--- src/rtl/load_store_unit.sv ---
// load_store_unit: memory-stage sequencer (IDLE -> REQ -> RESP) between execute and data_memory.
// Optional MISALIGN_TRAP_EN: misaligned half/word accesses trap instead of being issued.
module load_store_unit #(
  parameter int XLEN        = 32,
  parameter int ACK_TIMEOUT = 16
) (
  input  logic            i_clk,
  input  logic            i_rst,
  input  logic            i_valid,
  output logic            o_ready,
  input  logic            i_is_store,
  input  logic [2:0]      i_funct3,
  input  logic [XLEN-1:0] i_rs1,
  input  logic [11:0]     i_imm,
  input  logic [XLEN-1:0] i_rs2,
  input  logic [4:0]      i_rd,
  output logic            or_mem_req,
  output logic [XLEN-1:0] or_mem_addr,
  output logic [XLEN-1:0] or_mem_data,
  output logic [2:0]      or_funct3,
  output logic            or_read_write,
  input  logic            i_mem_ack,
  input  logic [XLEN-1:0] i_mem_data,
  output logic            or_wb_valid,
  input  logic            i_wb_ready,
  output logic [XLEN-1:0] or_wb_data,
  output logic [4:0]      or_wb_rd,
  output logic            or_exc_valid,
  output logic [3:0]      or_exc_cause,
  output logic [XLEN-1:0] or_exc_tval
);
  localparam int CW = $clog2(ACK_TIMEOUT) + 1;
  typedef enum logic [1:0] {IDLE, REQ, RESP} state_t;
  state_t          state_q, state_d;
  logic [XLEN-1:0] addr_q, addr_d, data_q, data_d, wb_data_q, wb_data_d;
  logic [2:0]      funct3_q, funct3_d;
  logic [4:0]      rd_q, rd_d, wb_rd_q, wb_rd_d;
  logic            store_q, store_d, exc_q, exc_d;
  logic [3:0]      cause_q, cause_d;
  logic [CW-1:0]   cnt_q, cnt_d;
  logic [XLEN-1:0] ea;
  logic            legal, misaligned;
  assign ea = i_rs1 + {{(XLEN-12){i_imm[11]}}, i_imm};
  // loads accept 000/001/010/100/101, stores only 000/001/010
  assign legal = (i_funct3[1:0] != 2'b11) && (!i_funct3[2] || (!i_is_store && i_funct3[1:0] != 2'b10));
`ifdef MISALIGN_TRAP_EN
  assign misaligned = (i_funct3[1:0] == 2'b01 && ea[0]) || (i_funct3[1:0] == 2'b10 && ea[1:0] != 2'b00);
`else
  assign misaligned = 1'b0;
`endif
  always_comb begin
    state_d   = state_q;
    addr_d    = addr_q;
    data_d    = data_q;
    funct3_d  = funct3_q;
    rd_d      = rd_q;
    store_d   = store_q;
    cnt_d     = cnt_q;
    wb_data_d = wb_data_q;
    wb_rd_d   = wb_rd_q;
    exc_d     = exc_q;
    cause_d   = cause_q;
    case (state_q)
      IDLE: if (i_valid) begin
        addr_d    = ea;
        data_d    = i_rs2;
        funct3_d  = i_funct3;
        rd_d      = i_rd;
        store_d   = i_is_store;
        cnt_d     = '0;
        wb_data_d = '0;
        wb_rd_d   = '0;
        exc_d     = !legal || misaligned;
        cause_d   = !legal ? 4'd2 : misaligned ? (i_is_store ? 4'd6 : 4'd4) : 4'd0;
        state_d   = (!legal || misaligned) ? RESP : REQ;
      end
      REQ: begin
        if (i_mem_ack) begin
          state_d   = RESP;
          cnt_d     = '0;
          wb_data_d = store_q ? '0 : i_mem_data;
          wb_rd_d   = store_q ? 5'd0 : rd_q;
        end else if (cnt_q == CW'(ACK_TIMEOUT - 1)) begin
          state_d = RESP;
          cnt_d   = '0;
          exc_d   = 1'b1;
          cause_d = store_q ? 4'd7 : 4'd5;
        end else begin
          cnt_d = cnt_q + 1'b1;
        end
      end
      RESP: if (i_wb_ready) begin
        state_d   = IDLE;
        exc_d     = 1'b0;
        cause_d   = 4'd0;
        wb_data_d = '0;
        wb_rd_d   = '0;
      end
      default: state_d = IDLE;
    endcase
  end
  always_ff @(posedge i_clk) begin
    if (i_rst) begin
      state_q   <= IDLE;
      addr_q    <= '0;
      data_q    <= '0;
      funct3_q  <= '0;
      rd_q      <= '0;
      store_q   <= 1'b0;
      cnt_q     <= '0;
      wb_data_q <= '0;
      wb_rd_q   <= '0;
      exc_q     <= 1'b0;
      cause_q   <= '0;
    end else begin
      state_q   <= state_d;
      addr_q    <= addr_d;
      data_q    <= data_d;
      funct3_q  <= funct3_d;
      rd_q      <= rd_d;
      store_q   <= store_d;
      cnt_q     <= cnt_d;
      wb_data_q <= wb_data_d;
      wb_rd_q   <= wb_rd_d;
      exc_q     <= exc_d;
      cause_q   <= cause_d;
    end
  end
  assign o_ready       = state_q == IDLE;
  assign or_mem_req    = state_q == REQ;
  assign or_mem_addr   = addr_q;
  assign or_mem_data   = data_q;
  assign or_funct3     = funct3_q;
  assign or_read_write = (state_q == REQ) && !store_q;
  assign or_wb_valid   = state_q == RESP;
  assign or_wb_data    = wb_data_q;
  assign or_wb_rd      = wb_rd_q;
  assign or_exc_valid  = (state_q == RESP) && exc_q;
  assign or_exc_cause  = cause_q;
  assign or_exc_tval   = exc_q ? addr_q : '0;
endmodule

--- config.mk ---
export PLATFORM = sky130hd
export DESIGN_NAME = load_store_unit
export DESIGN_NICKNAME = d
export VERILOG_FILES = /design/src/rtl/load_store_unit.sv
export SDC_FILE = /design/constraint.sdc
export NUM_CORES = 1
export LEC_CHECK = 0
export BUFFER_PORTS_ARGS = -buffer_cell sky130_fd_sc_hd__buf_4
export CAP_MARGIN = 20
export CELL_PAD_IN_SITES_DETAIL_PLACEMENT = 0
export CELL_PAD_IN_SITES_GLOBAL_PLACEMENT = 2
export CORE_MARGIN = 2
export CORE_UTILIZATION = 28
export CTS_BUF_LIST = sky130_fd_sc_hd__clkbuf_8 sky130_fd_sc_hd__clkbuf_16
export CTS_CLUSTER_SIZE = 28
export DETAILED_ROUTE_END_ITERATION = 8
export HOLD_SLACK_MARGIN = 0.06
export PLACE_DENSITY = 0.95
export SYNTH_ARGS = -nofsm -noshare
export SYNTH_HDL_FRONTEND = slang
export SYNTH_SLANG_ARGS = --single-unit
export TNS_END_PERCENT = 100
--- constraint.sdc ---
create_clock -name i_clk -period 4.83 [get_ports i_clk]
set_input_delay 0.7245 -clock i_clk [delete_from_list [all_inputs] [get_ports i_clk]]
set_output_delay 0.7245 -clock i_clk [all_outputs]
set_load 0.03 [all_outputs]
==> flow_summary.toml, run 1 <==
[outcome]
status = "finished, final reports clean"

[clock_tree]
htreeDepth = 4
clk_latency_ns = 0.42
cts_tree = "done"
cts-root-buf = "clkbuf_16"
cts_setup_buffers = 0
post_cts_resized = 0
cts.sinks = 120
hold_buffers = 0
clk_path_buf_depth = 2
clkTransAtPathRegs_ns = 0.06
cts_buffers = 17

[routing]
drc = 0
vias = 6706
first_iter_violations = 491
drt_wl_total_um = 22600
drtPass1Iterations = 5
viasPerCell = 4.88
wl_per_cell_um = 16.5
antenna_left = 0

[critical_path]
cp-end-kind = "flop"
critPathSlowestCell = "or4b_1"
cp_cell_sequence = "buf_4 > ha_1 > fa_1 > a21o_1 > a311oi_4 > nor3_2 > a211oi_4 > or4b_1 > o21ai_0 > o21ai_1"
path_class = "in2reg"
cp_max_fo = 5
cp_top_family = "compound AO/OA/AOI/OAI gates"
critPathArrivalTime_ns = 3.31
start_kind = "input port"
max_stage_delay_ns = 0.47
critPathRequiredTime_ns = 5.13
crit_buf_inv = 1

[synth]
syn-num-nets = 998
synthFlopType = "dfxtp_1"
ys_types = 71
ys_async_sr_fraction_pct = 0
synthCells = 839
avgSynthCellArea_um2 = 7.67
yosysTopAreaCell = "dfxtp_1"
synth-edff-count = 0
syn_area_um2 = 6440
yosysWarnings = 0
seq_area_frac_synth_pct = 37.3
netlist.area_leader.share_pct = 37.3
ys_ff_latch = 120
ys_top_cells_by_area = "dfxtp_1 (37%), nand2_1 (10%), a21oi_1 (10%)"

[global_route]
grt.overflow.total = 0
grt_pass1_wl_um = 34400
grt_max_degree = 57
antenna_found_initial = 0
grt_pass1_vias = 6235
grt_usage_pct = 17.9

[power]
p_seq_share_pct = 33.0
p_sw_mw = 1.25
max-vdd-ir-drop_mv = 0.153
p_int_mw = 2.22
cellPowerDensity_nw_per_um2 = 376
pwr-share-comb_pct = 29.7
sw_frac_of_total_pct = 36.0
pwr-share-clk_pct = 37.4
p_leak_nw = 4.02

[sta]
worst_pin_slew_ns = 0.819
finalHoldViolCount = 0
tns_ns = 0
setup_viol = 0
finClkSkew_ns = 0.0152
slew_violations = 0
maxSlewHeadroom_pct = 45.4
rsz0062_at_grt = "false"
period_minus_slack_ns = 3.01
min_period_over_period_pct = 62.3
max_freq_mhz = 332

[floorplan]
die_h_um = 156
die_width_um = 156
core-area_um2 = 22600
dieArea_um2 = 24200
rows = 55
start_util_pct = 28.4
ios = 267

[flow_run]
cap_violations = 0

[layout]
syn_to_final_growth_pct = 43.6
final_nets = 1234
n_antenna_cell = 0
drive_gt1_share_pct = 29.4
final_cells = 1373

[place]
port-buffer-count = 265
gp_congestion = 0.880
place_inst = 1341
hpwl_um = 16800

[min_path]
hold_path_class = "reg2reg"
## cell families (layout without fill, tap and decap cells)
| kind of cell | after synthesis | after routing | share of synthesized area [%] |
|---|---|---|---|
| fa+ha+maj | 37 | 37 | 7.31 |
| other cells | 1 | 1 | 0.0582 |
| buf+inv | 71 | 320 | 4.39 |
| compound gates | 231 | 231 | 22.2 |
| mux | 2 | 2 | 0.330 |
| xor+xnor | 21 | 21 | 2.86 |
| flops | 120 | 120 | 37.3 |
| simple gates | 356 | 356 | 25.5 |
## path summary, 6_finish.rpt
| check | start | end | slack (ns) | depth (start not counted) |
|---|---|---|---|---|
| worst max-delay path | i_rs1[0] | or_mem_addr[24] | 1.82 | 10 |
| worst min-delay path | or_wb_data[4] | or_wb_data[4] | 0.45 | 2 |
| worst max register to register | state_q[0] | or_wb_data[22] | 2.09 | 9 |
| worst min register to register | or_wb_data[4] | or_wb_data[4] | 0.45 | 2 |
## registers in the layout, indices dropped and copies added, names as in the netlist
name,count
cnt_q,5
exc_q,1
or_exc_cause,2
or_funct3,3
or_mem_addr,32
or_mem_data,32
or_wb_data,32
or_wb_rd,5
rd_q,5
state_q,2
store_q,1
## per-layer routing
layer | routed length, um | track usage [%] | vias to the layer above
li1 | - | - | 3401
met1 | 10200 | 23.2 | 3068
met2 | 10700 | 29.3 | 209
met3 | 1390 | 4.39 | 28
met4 | 442 | 6.20 | 0
met5 | 0 | 0 | -
## through the flow
stage	area, um^2	utilization (%)	power (mW)	worst slack [ns]	hold slack (ns)
2_1_floorplan	6440	-	1.80	1.85	0.437
6_report	9240	40.8	3.47	1.82	0.449
3_5_place_dp	8650	38.2	2.20	1.42	0.444
5_1_grt	9240	40.8	3.65	1.71	0.464
4_1_cts	9240	40.8	3.51	1.85	0.452
3_3_place_gp	8620	38.1	2.19	1.44	0.438
## worst min-delay path, stage by stage (launching register included)
cell and delay [ns]:
dfxtp_1 0.31, nand2_1 0.05, a21oi_1 0.05
## layout by cell type, fill, tap and decap left out, types with 15 or more instances in the layout
cell / instances
buf_4: 272
nand2_1: 172
a21oi_1: 129
dfxtp_1: 120
nand3_1: 50
nor2_1: 37
ha_1: 36
and2_1: 35
o21ai_0: 30
clkbuf_16: 17
inv_1: 15
## area by class of cell
cell class,count,area (um^2)
Fill cell,2380,13400
Inverter,15,56.3
Sequential cell,120,2400
Multi-Input combinational cell,648,3770
Timing Repair Buffer,273,2070
Tap cell,285,357
Clock buffer,17,425
Clock inverter,15,168
## synth_stat cells (2+ instances only)
cell type and instances:
nand4_1 11, o221ai_1 2, ha_1 36, a211oi_1 7, a21oi_1 129, a21o_1 11
xor2_1 10, nor3_1 11, inv_1 15, nand2b_1 6, buf_2 7, o31a_1 3
nand3b_1 4, buf_4 2, nor4_1 2, or3_1 3, o211ai_1 2, and3_1 5
o311ai_0 2, a311oi_1 2, a31oi_1 3, o21a_1 3, o21ai_0 30, nand3_1 50
a32o_1 2, xnor2_1 11, nor3b_1 3, a221oi_1 2, o21bai_1 2, or4_1 2
dfxtp_1 120, clkbuf_1 46, nor2b_1 7, nor2_1 39, o21ai_1 6, and2_1 35
a41oi_1 2, nand2_1 173
## power groups by stage
stage	logic [mW]	registers (mW)	clock network, mW
floorplan	0.501	1.29	0
global placement	1.02	1.17	0
detailed placement	1.03	1.17	0
CTS	1.04	1.15	1.33
global route	1.12	1.16	1.37
finish	1.03	1.15	1.30
No activity file was read; power rests on OpenSTA's default activity.
==> run 2: changes to the inputs <==
CORE_UTILIZATION = 26   (was 28)
PLACE_DENSITY = 0.91   (was 0.95)
clock period = 2.95 ns   (was 4.83 ns; I/O delays follow)
==> run 2 against run 1 <==
  * Combinational power is 66% higher
  * Sequential power grew 63%
  * Sequential share of layout area shrank 0.36 points
  * Clock skew down 0.0060 ns
  * Total power increased by 63%
  * Non-clock buffer count rose by 15
  * Critical path type unchanged
  * Highest routed layer unchanged
==> flow_summary.toml, run 2 (synthesized netlist as in run 1, its figures left out) <==
[min_path]
hold_path_class = "in2reg"

[layout]
fillers = 2579
seq_area_um2 = 2400
final_nets = 1249
drive_gt1_share_pct = 30.4
final_common_cell = "buf_4"
final_cell_mix = "buf_4 (288), nand2_1 (172), a21oi_1 (129), dfxtp_1 (120), nand3_1 (50)"
syn_to_final_growth_pct = 45.6
multi_input_area_um2 = 3770
n_antenna_cell = 0

[routing]
antenna_left = 0
first_iter_violations = 495
drtPass1Iterations = 5
drc = 0
drt_wl_total_um = 22800
vias = 6734
wl_per_cell_um = 16.0
viasPerCell = 4.72

[critical_path]
critPathArrivalTime_ns = 2.89
cp_max_fo = 5
cp-end-kind = "flop"
critPathRequiredTime_ns = 3.28
path_class = "in2reg"
start_kind = "input port"

[global_route]
antenna_found_initial = 0
grt.overflow.total = 0
grt_pass1_vias = 6292
grt_pass1_wl_um = 35100
grt_usage_pct = 17.0
grt_max_degree = 72

[sta]
period_minus_slack_ns = 2.56
setup_viol = 0
maxSlewHeadroom_pct = 47.0
max_freq_mhz = 391
slew_violations = 0
worst_pin_slew_ns = 0.795
finClkSkew_ns = 0.00912
holdWs_ns = 0.278
finalHoldViolCount = 0
rsz0062_at_grt = "false"
tns_ns = 0
min_period_over_period_pct = 86.8

[power]
max-vdd-ir-drop_mv = 0.318
cellPowerDensity_nw_per_um2 = 603
p_seq_share_pct = 33.2
pwr-share-clk_pct = 36.6
p_sw_mw = 2.06
pwr-share-comb_pct = 30.2
p_leak_nw = 4.07
sw_frac_of_total_pct = 36.5
p_int_mw = 3.59

[clock_tree]
clkTransAtPathRegs_ns = 0.06
cts-root-buf = "clkbuf_16"
clk_path_buf_depth = 2
cts_tree = "done"
cts.sinks = 120
cts_buffers = 17
clk_latency_ns = 0.41
hold_buffers = 0
post_cts_resized = 0
htreeDepth = 4
cts_setup_buffers = 0

[floorplan]
start_util_pct = 26.5
core-area_um2 = 24300
rows = 57
ios = 267
dieArea_um2 = 26000
die_h_um = 161
die_width_um = 161

[place]
gp_congestion = 0.803
hpwl_um = 17200
port-buffer-count = 265

[outcome]
status = "finished, final reports clean"

[flow_run]
cap_violations = 0
## run 2: layer usage
metal  track usage, %  part of all wire [%]  up-vias
met5                0                     0        -
met4             4.18                  0.97        0
met1             22.2                    45     3098
met3             3.00                   5.2       14
met2             28.9                    49      184
li1                 -                     -     3438
## run 2: area by class of cell
cell class / count / area share (%)
Clock inverter: 15 / 1.66
Tap cell: 324 / 4.33
Clock buffer: 17 / 4.54
Multi-Input combinational cell: 648 / 40.2
Timing Repair Buffer: 288 / 23.1
Sequential cell: 120 / 25.6
Inverter: 15 / 0.601
## run 2: worst paths after layout
kind                   from               to  slack (ns)  cells after the start
max                i_rs1[0]  or_mem_addr[30]        0.39                     10
min               i_rs2[30]  or_mem_data[30]        0.28                      3
max reg2reg      state_q[0]   or_wb_data[11]        0.63                      9
min reg2reg  or_wb_data[25]   or_wb_data[25]        0.45                      2
## run 2: power groups by stage
stage               sequential, mW  clock [mW]  combinational [mW]
detailed placement            1.91           0                1.72
floorplan                     2.12           0               0.820
finish                        1.87        2.07                1.71
CTS                           1.88        2.13                1.73
global placement              1.91           0                1.72
global route                  1.89        2.23                1.86
## run 2: per-stage QoR
stage | instances | area (um^2) | worst slack (ns) | util [%] | total power, mW
final | 1427 | 9370 | 0.391 | 38.5 | 5.65
after global routing | 1427 | 9370 | 0.250 | 38.5 | 5.98
after CTS | 1427 | 9370 | 0.395 | 38.5 | 5.74
after detailed placement | 1395 | 8790 | -0.0195 | 36.2 | 3.63
after global placement | 1395 | 8790 | -0.0457 | 36.2 | 3.63
after floorplan | 839 | 6440 | 0.255 | - | 2.94
## run 2: critical path, stage by stage
cell	delay, ns
buf_4	0.11
ha_1	0.21
fa_1	0.42
a21o_1	0.25
a311oi_4	0.42
o31a_1	0.27
o31ai_4	0.10
o2111ai_1	0.22
mux2_1	0.36
o22ai_2	0.08
